## src/rtl/ic_dma_pkg.sv

```systemverilog
// rtl/ic_dma_pkg.sv - shared widths, state encoding and address helper for the I-cache line-fill DMA
//
// Purpose : common definitions imported by ic_line_packer and ic_dma_responder.
// Ports   : none (package).
package ic_dma_pkg;

    localparam int ADDR_W        = 33;
    localparam int LINE_W        = 128;
    localparam int WORD_W        = 32;
    // A 128-bit line spans 16 bytes, so the low 4 address bits are the in-line offset.
    localparam int LINE_OFFSET_W = 4;

    typedef enum logic [2:0] {
        IDLE    = 3'd0,
        ISSUE   = 3'd1,
        COLLECT = 3'd2,
        ACK     = 3'd3,
        GAP     = 3'd4
    } dma_state_t;

    // Clears the in-line byte offset; all upper bits pass through untouched.
    function automatic logic [ADDR_W-1:0] line_align(input logic [ADDR_W-1:0] addr);
        return addr & ~ADDR_W'((1 << LINE_OFFSET_W) - 1);
    endfunction

endpackage

```

## src/rtl/ic_line_packer.sv

```systemverilog
// rtl/ic_line_packer.sv - beat counter and word-insert register that assembles one cache line
//
// Purpose : collects BEATS 32-bit memory words into a 128-bit line, beat k landing in
//           bits [32*k+31:32*k].
// Ports   : clk, rst      - clock, synchronous active-high reset
//           i_clr         - clear counter and line (start of a new request)
//           i_wr_en       - accept i_wr_data as the next beat
//           i_wr_data     - memory data beat
//           o_last        - the beat being accepted now completes the line
//           o_line_next   - line contents including the beat accepted this cycle
module ic_line_packer
    import ic_dma_pkg::*;
#(
    parameter int BEATS = 4
) (
    input  logic              clk,
    input  logic              rst,
    input  logic              i_clr,
    input  logic              i_wr_en,
    input  logic [WORD_W-1:0] i_wr_data,
    output logic              o_last,
    output logic [LINE_W-1:0] o_line_next
);

    localparam int               CNT_W     = (BEATS > 1) ? $clog2(BEATS) : 1;
    localparam logic [CNT_W-1:0] LAST_BEAT = CNT_W'(BEATS - 1);

    logic [CNT_W-1:0]  r_count;
    logic [LINE_W-1:0] r_line;
    logic [LINE_W-1:0] w_line_next;

    // The merged view lets the owner capture a complete line on the same edge
    // that writes the final beat.
    always_comb begin
        w_line_next = r_line;
        if (i_wr_en) begin
            w_line_next[int'(r_count) * WORD_W +: WORD_W] = i_wr_data;
        end
    end

    always_ff @(posedge clk) begin
        if (rst || i_clr) begin
            r_count <= '0;
            r_line  <= '0;
        end else if (i_wr_en) begin
            r_count <= r_count + CNT_W'(1);
            r_line  <= w_line_next;
        end
    end

    assign o_last      = i_wr_en && (r_count == LAST_BEAT);
    assign o_line_next = w_line_next;

endmodule

```

## src/rtl/ic_dma_responder.sv

```systemverilog
// rtl/ic_dma_responder.sv - I-cache line-fill responder: one burst read of four beats per request
//
// Purpose : accepts a line-fill request from the I-cache, issues a line-aligned burst read,
//           assembles four 32-bit beats into a 128-bit line and returns it with a one-cycle
//           ack. A stalled grant or beat stream aborts the burst with err=1 and data=0.
// Ports   : clk, rst            - clock, synchronous active-high reset
//           ic_read_dma_valid   - request from the I-cache, held until ack
//           ic_read_dma_addr    - byte address of the wanted line
//           ic_read_dma_ack     - one-cycle completion pulse
//           ic_read_dma_data    - assembled line, held from one ack to the next
//           ic_read_dma_err     - with ack, the burst timed out
//           mem_rd_req          - burst read request to memory
//           mem_rd_addr         - line-aligned burst base address
//           mem_rd_gnt          - memory accepted the request
//           mem_rd_dvalid       - memory data beat valid
//           mem_rd_data         - memory data beat
module ic_dma_responder
    import ic_dma_pkg::*;
#(
    parameter int TIMEOUT = 255,
    parameter int BEATS   = 4
) (
    input  logic              clk,
    input  logic              rst,
    input  logic              ic_read_dma_valid,
    input  logic [ADDR_W-1:0] ic_read_dma_addr,
    output logic              ic_read_dma_ack,
    output logic [LINE_W-1:0] ic_read_dma_data,
    output logic              ic_read_dma_err,
    output logic              mem_rd_req,
    output logic [ADDR_W-1:0] mem_rd_addr,
    input  logic              mem_rd_gnt,
    input  logic              mem_rd_dvalid,
    input  logic [WORD_W-1:0] mem_rd_data
);

    localparam int TMO_W = $clog2(TIMEOUT + 1);
    // The counter reads 0 in the first cycle after an event, so deciding at
    // TIMEOUT-2 places the error ack exactly TIMEOUT cycles after the last
    // grant/beat (or after the first ISSUE cycle's predecessor). TIMEOUT >= 2.
    localparam logic [TMO_W-1:0] TMO_FIRE = TMO_W'(TIMEOUT - 2);

    dma_state_t        r_state;
    dma_state_t        w_next;
    logic [TMO_W-1:0]  r_tmo;
    logic [ADDR_W-1:0] r_addr;
    logic              r_req;
    logic              r_ack;
    logic              r_err;
    logic [LINE_W-1:0] r_data;

    logic              w_accept;
    logic              w_gnt_evt;
    logic              w_beat;
    logic              w_event;
    logic              w_timeout;
    logic              w_last;
    logic              w_busy;
    logic [LINE_W-1:0] w_line_next;

    assign w_accept  = (r_state == IDLE) && ic_read_dma_valid;
    assign w_gnt_evt = (r_state == ISSUE) && mem_rd_gnt;
    assign w_busy    = (r_state == ISSUE) || (r_state == COLLECT);
    // A beat arriving together with the grant is the first beat; beats in any
    // other state are stray and dropped.
    assign w_beat    = mem_rd_dvalid && ((r_state == COLLECT) || w_gnt_evt);
    assign w_event   = w_gnt_evt || w_beat;
    assign w_timeout = w_busy && !w_event && (r_tmo == TMO_FIRE);

    ic_line_packer #(
        .BEATS (BEATS)
    ) u_packer (
        .clk         (clk),
        .rst         (rst),
        .i_clr       (w_accept),
        .i_wr_en     (w_beat),
        .i_wr_data   (mem_rd_data),
        .o_last      (w_last),
        .o_line_next (w_line_next)
    );

    always_comb begin
        w_next = r_state;
        case (r_state)
            IDLE: begin
                if (ic_read_dma_valid) begin
                    w_next = ISSUE;
                end
            end
            ISSUE: begin
                if (w_last || w_timeout) begin
                    w_next = ACK;
                end else if (mem_rd_gnt) begin
                    w_next = COLLECT;
                end
            end
            COLLECT: begin
                if (w_last || w_timeout) begin
                    w_next = ACK;
                end
            end
            ACK:     w_next = GAP;
            GAP:     w_next = IDLE;
            default: w_next = IDLE;
        endcase
    end

    always_ff @(posedge clk) begin
        if (rst) begin
            r_state <= IDLE;
        end else begin
            r_state <= w_next;
        end
    end

    always_ff @(posedge clk) begin
        if (rst) begin
            r_tmo  <= '0;
            r_addr <= '0;
            r_req  <= 1'b0;
            r_ack  <= 1'b0;
            r_err  <= 1'b0;
            r_data <= '0;
        end else begin
            // Restart on every grant/beat; outside ISSUE/COLLECT it rests at 0,
            // which also covers the restart on entry to ISSUE.
            if (w_event || !w_busy) begin
                r_tmo <= '0;
            end else begin
                r_tmo <= r_tmo + TMO_W'(1);
            end

            if (w_accept) begin
                r_addr <= line_align(ic_read_dma_addr);
            end

            r_req <= (w_next == ISSUE);
            r_ack <= (w_next == ACK);

            if (w_busy && (w_next == ACK)) begin
                r_err  <= w_timeout;
                r_data <= w_timeout ? '0 : w_line_next;
            end else begin
                r_err  <= 1'b0;
            end
        end
    end

    assign ic_read_dma_ack  = r_ack;
    assign ic_read_dma_data = r_data;
    assign ic_read_dma_err  = r_err;
    assign mem_rd_req       = r_req;
    assign mem_rd_addr      = r_addr;

endmodule

```

## config.mk

```make
export PLATFORM = sky130hd
export DESIGN_NAME = ic_dma_responder
export DESIGN_NICKNAME = d
export VERILOG_FILES = /design/src/rtl/ic_dma_pkg.sv /design/src/rtl/ic_line_packer.sv /design/src/rtl/ic_dma_responder.sv
export SDC_FILE = /design/constraint.sdc
export NUM_CORES = 1
export LEC_CHECK = 0
export BUFFER_PORTS_ARGS = -buffer_cell sky130_fd_sc_hd__buf_2
export CAP_MARGIN = 20
export CORE_MARGIN = 2
export CORE_UTILIZATION = 57
export DETAILED_ROUTE_END_ITERATION = 7
export PLACE_DENSITY_LB_ADDON = 0.1
export SLEW_MARGIN = 20
export SYNTH_ARGS = -nofsm -noshare
export SYNTH_HDL_FRONTEND = slang
export SYNTH_SLANG_ARGS = --single-unit
```

## constraint.sdc

```tcl
create_clock -name clk -period 3.5 [get_ports clk]
set_input_delay 0.175 -clock clk [delete_from_list [all_inputs] [get_ports clk]]
set_output_delay 0.175 -clock clk [all_outputs]
set_load 0.005 [all_outputs]
```

-- Yosys cells after proc, flatten, opt, wreduce, memory -nomap -nowiden
Index checks and enable logic that the tools add are counted.
- register bits: 301
- add/subtract/negate cells: 3
- equality and inequality tests: 7
- shifts and indexed selects: 2
- multiplexer cells: 8
- bitwise logic cells: 1
- reductions and logical operators: 18
- operators with widths (operator ; count):
    128-bit 2-to-1 mux ; 2
    128-bit bitwise mux ; 1
    32-bit by 33-bit variable shift with 128-bit output, first input constant ; 1
    32-bit by 33-bit variable part select with 128-bit output ; 1
    7-bit negation with 33-bit output ; 1
    3-bit 2-to-1 mux ; 4
    3-bit one-hot mux with 4 select lines ; 1
    3-bit by 2-bit == test with 1-bit output, second input constant ; 3
    8-bit by 1-bit adder with 8-bit output, second input constant ; 1
    8-bit == test, second input constant ; 1
    1-bit logical AND ; 7
    3-bit by 1-bit == test with 1-bit output, second input constant ; 2
    1-bit logical OR ; 6
    2-bit OR reduction ; 2
    3-bit logical NOT ; 1
    2-bit by 1-bit adder with 2-bit output, second input constant ; 1
    2-bit == test, second input constant ; 1
    1-bit logical NOT ; 2
    1-bit inverter ; 1

-- Logic depth before layout (Yosys ltp)
- depth after elaboration: 15
- mapped depth: 9
- gate-level depth less buffers: 6

-- Modules after synthesis
Synthesis repeated with hierarchy kept, for this count alone.
- cell total of the unflattened synthesis: 1104
- area total of the unflattened synthesis: 11058.1 um^2
- modules (own cells, without submodules) (module ; instances ; cells each ; area an instance (um^2)):
    ic_dma_responder ; 1 ; 500 ; 5547.8
    ic_line_packer ; 1 ; 604 ; 5510.3

-- Least setup slack after synthesis
Ideal clock, no wire load.
- path kind: flip-flop to flip-flop
- from: reg u_packer.r_count[0]
- to: reg r_data[100], in the netlist ic_read_dma_data[100]
- setup time: 0.070 ns
- data arrival time: 1.983 ns
- required time: 3.430 ns
- setup slack: 1.447 ns
- cell stages (with the launch flop): 8
- buffers on the path: 1
- period minus slack after synthesis: 2.053 ns
- cells stage by stage: dfxtp_1 -> inv_1 -> ha_1 -> or2_2 -> a2111oi_2 -> buf_2 -> nand2_1 -> a21oi_1
- word-level cells in the longest chain between the ends: 7
- elaborated cells on any way between the ends: 14
- ends and longest elaborated chain (item ; RTL line ; RTL):
    start, declared ; ic_line_packer.sv:28 ; logic [CNT_W-1:0] r_count;
    start signal, assigned ; ic_line_packer.sv:46 ; r_count <= r_count + CNT_W'(1);
    branches (longest 7 deep; another with 7-bit negation with 33-bit output) ; - ;
    end signal, assigned ; ic_dma_responder.sv:142 ; r_data <= w_timeout ? '0 : w_line_next;
    end, declared ; ic_dma_responder.sv:50 ; logic [LINE_W-1:0] r_data;
Several ways; the timed one is not identified.
A chain may end at the register's enable or synchronous reset.

-- Final worst setup path
- from: reg u_packer.r_count[0]
- to: reg r_data[123], in the netlist ic_read_dma_data[123]
The elaborated chain is that of the path after synthesis.

==> results.md <==
- Area delta synth->final: 28.1%
- Flops & latches, synth: 269
- Area leader, netlist: dfxtp_1
- Combinational share of power: 6.3%
- Warnings, synthesis: 0
- Post-synth EDFFs: 0
- Clk_lat worst skew: 520 ps
- Max cap viols: 0
- Final setup vio count: 0
- Final period util: 77.2%
- Pwr Density: 531 mW/mm^2
- Worst EP required: 3940 ps
- Post-CTS sizing: 0
- Initial antenna violation count: 0
- Clk network pwr share: 47.1%
- Post-Place Worst Slack: 786 ps
- Drt wl/cell: 17.6 um
- Max Slew Vio Count: 0
- Crit path max fanout: 13
- Highest clock rate: roughly 370 MHz
- Largest net degree at the start of global routing: 99
- First-pass GRT wire length: 42000 um
- DRC Markers: 0
- Synth top area share: 54.6%
- Core area: around 0.017 sq mm
- Peak supply drop: 0.000500 V
- CTS clk-pin slew, worst paths: 70 ps
- RSZ-0062 raised after global routing: no
- Outcome: finished clean
- Startpoint types: flip-flop
- Post-route setup slack: 799 ps
- Setup Skew: roughly 12 ps
- GRT Util Overall: between 20 and 30%
- Most frequent cells in the layout: dfxtp_1, buf_2, nand2_1, nor2_1, and3_1
- Final hold violation count: 0
- DRT iter0 DRCs: 502
- Setup TNS: 0 ps
- Family with the most delay on the worst path: compound AO/OA/AOI/OAI gates
- Syn Inst Count: 1023
- CTS Buf Count: 27
- Primary FF master, synth: dfxtp_1
- Leak: about 5.4 nW
- Final Routed Wirelength: 26500 um
- Async SR Flop Fraction: 0%
- Vias: 8554
- Share of cells above drive strength 1: 24.8%
- Gpl congestion: 0.781
- Pwr Total: approximately 6.7 mW
- Fill cells: ~1300
- Worst rel slew slack: 43.7%
- Critical Path Slowest Stage Cell: a2111oi_4
- Commonest non-fill, non-tap cell in the layout: dfxtp_1
- Switching share of total power: around 22%
- Post-DP HPWL: ~15000 um
- Non-Filler Instances: 1505
- GR Overflow Total: 0
- Critical path cell sequence: inv_1 -> ha_1 -> or2_2 -> a2111oi_4 -> buf_4 -> nand2_1 -> a21oi_1
- Die width: between 100 and 150 um
- Post-synthesis sequential area ratio: 54.6%
- NumNets Final: 1338
- Slew @ Worst Pin: 845 ps
- CP peak stage delay: 700 ps
- Internal power: approximately 5.2 mW
- CTS Root Cell: clkbuf_16
- Synth cell types: 41
- Initial DRT Pass Iterations: 5
- CP Buf/Inv Count: 2
- Share of total power in sequential cells: between 40% and 50%
- Synthesized area: around 0.0099 sq mm
- Initial core utilization: 57.6%
- Max H-tree Level: 1
- Antenna diodes: 0
- Worst Setup End Kind: flip-flop
- Row count: 48
- CP Data Arrival Time: 3140 ps
- Worst Path Class, Setup: flip-flop to flip-flop
- Final ANT Viol Nets: 0
- Boundary Pins: between 200 and 250
- Area contributors post-synth: dfxtp_1, a22oi_1, o2bb2ai_1
- Die Y: ~140 um
- Syn Area/Cell: 9.64 sq um
- CTS Buffer Depth: 3
- Cells after DPL: 1396
- Minimum clock period after layout: ~2700 ps
- CTS tree: built
- Vias in the first global route: 8070
- Port Buffers: 225
- WHS: 27.4 ps
- Full die area: 0.0184 sq mm
- Hold/Removal Path Class: input port to flip-flop
- CTS sink cnt: 269
- Vias/cell: around 5.7
- Switching power: between 1 and 1.5 mW
## cell usage after synthesis, types with 4 or more instances
| master | count |
|---|---|
| a21oi_1 | 66 |
| a22oi_1 | 96 |
| and3_1 | 97 |
| buf_2 | 32 |
| buf_4 | 5 |
| buf_6 | 6 |
| clkbuf_1 | 56 |
| dfxtp_1 | 269 |
| ha_1 | 7 |
| inv_1 | 7 |
| nand2_1 | 127 |
| nand2b_1 | 5 |
| nand3_1 | 4 |
| nor2_1 | 107 |
| nor3_1 | 6 |
| nor3b_1 | 4 |
| o2bb2ai_1 | 76 |
| o2bb2ai_2 | 20 |
## worst reg2reg max path, cell delays in order, from the launching register on
cell	delay (ps)
dfxtp_1	480
inv_1	170
ha_1	380
or2_2	340
a2111oi_4	700
buf_4	340
nand2_1	80
a21oi_1	120
## what timing repair did
item,CTS,global route
hold buffers,61,0
hold endpoints to repair,61,0
buffers inserted,0,0
## stage by stage
| stage | instance area [sq um] | util (%) |
|---|---|---|
| after floorplan | 9870 | - |
| after global placement | 11000 | 64.5 |
| after detailed placement | 11000 | 64.5 |
| after CTS | 12600 | 73.8 |
| after global routing | 12600 | 73.8 |
| final | 12600 | 73.8 |
## final timing paths
kind | cells past startpoint | slack (ps) | start | end
setup reg to reg | 7 | 800 | u_packer.r_count[0] | ic_read_dma_data[123]
setup / recovery | 7 | 800 | u_packer.r_count[0] | ic_read_dma_data[123]
hold reg to reg | 2 | 450 | ic_read_dma_data[115] | ic_read_dma_data[115]
hold / removal | 3 | 30 | mem_rd_gnt | r_state[1]
## per-layer routing
layer	vias to the layer above	GRT usage, %	routed length (um)
met1	4145	39.2	12000
met5	-	0	0
met3	42	3.82	1380
li1	4104	-	-
met2	263	46.2	12600
met4	0	7.23	506
## layout make-up
| type | count | area [sq um] | share of cell area (%) |
|---|---|---|---|
| well taps | 225 | 282 | 2.23 |
| repair buffers | 305 | 1920 | 15.2 |
| inverters | 7 | 26.3 | 0.208 |
| multi-input cells | 651 | 4040 | 32.0 |
| clock buffers | 37 | 763 | 6.04 |
| clock inverters | 11 | 218 | 1.72 |
| flip-flops and latches | 269 | 5390 | 42.6 |
## cell families after synthesis
logic type                 share of synthesized area, %
AOI/OAI and AO/OA                                  21.6
adders and majority gates                         0.888
DFF                                                54.6
buffers and inverters                              5.09
other                                            0.0380
and+or+nand+nor                                    17.2
xor gates and xnor gates                          0.533
muxes                                             0.102
## power by group through the flow
| stage | clock [mW] | combinational [mW] | sequential [mW] |
|---|---|---|---|
| 6_report | 3.16 | 0.425 | 3.12 |
| 5_1_grt | 3.31 | 0.462 | 3.12 |
| 4_1_cts | 3.19 | 0.418 | 3.12 |
| 3_5_place_dp | 0 | 0.363 | 3.18 |
| 3_3_place_gp | 0 | 0.360 | 3.18 |
| 2_1_floorplan | 0 | 0.223 | 3.18 |
## state kept, by name (all words and copies together), names as in the netlist
signal,cells
r_state,3
r_tmo,8
ic_read_dma_err,1
ic_read_dma_data,128
mem_rd_req,1
u_packer.r_line,96
mem_rd_addr,29
u_packer.r_count,2
ic_read_dma_ack,1
No activity file was read; power rests on OpenSTA's default activity.
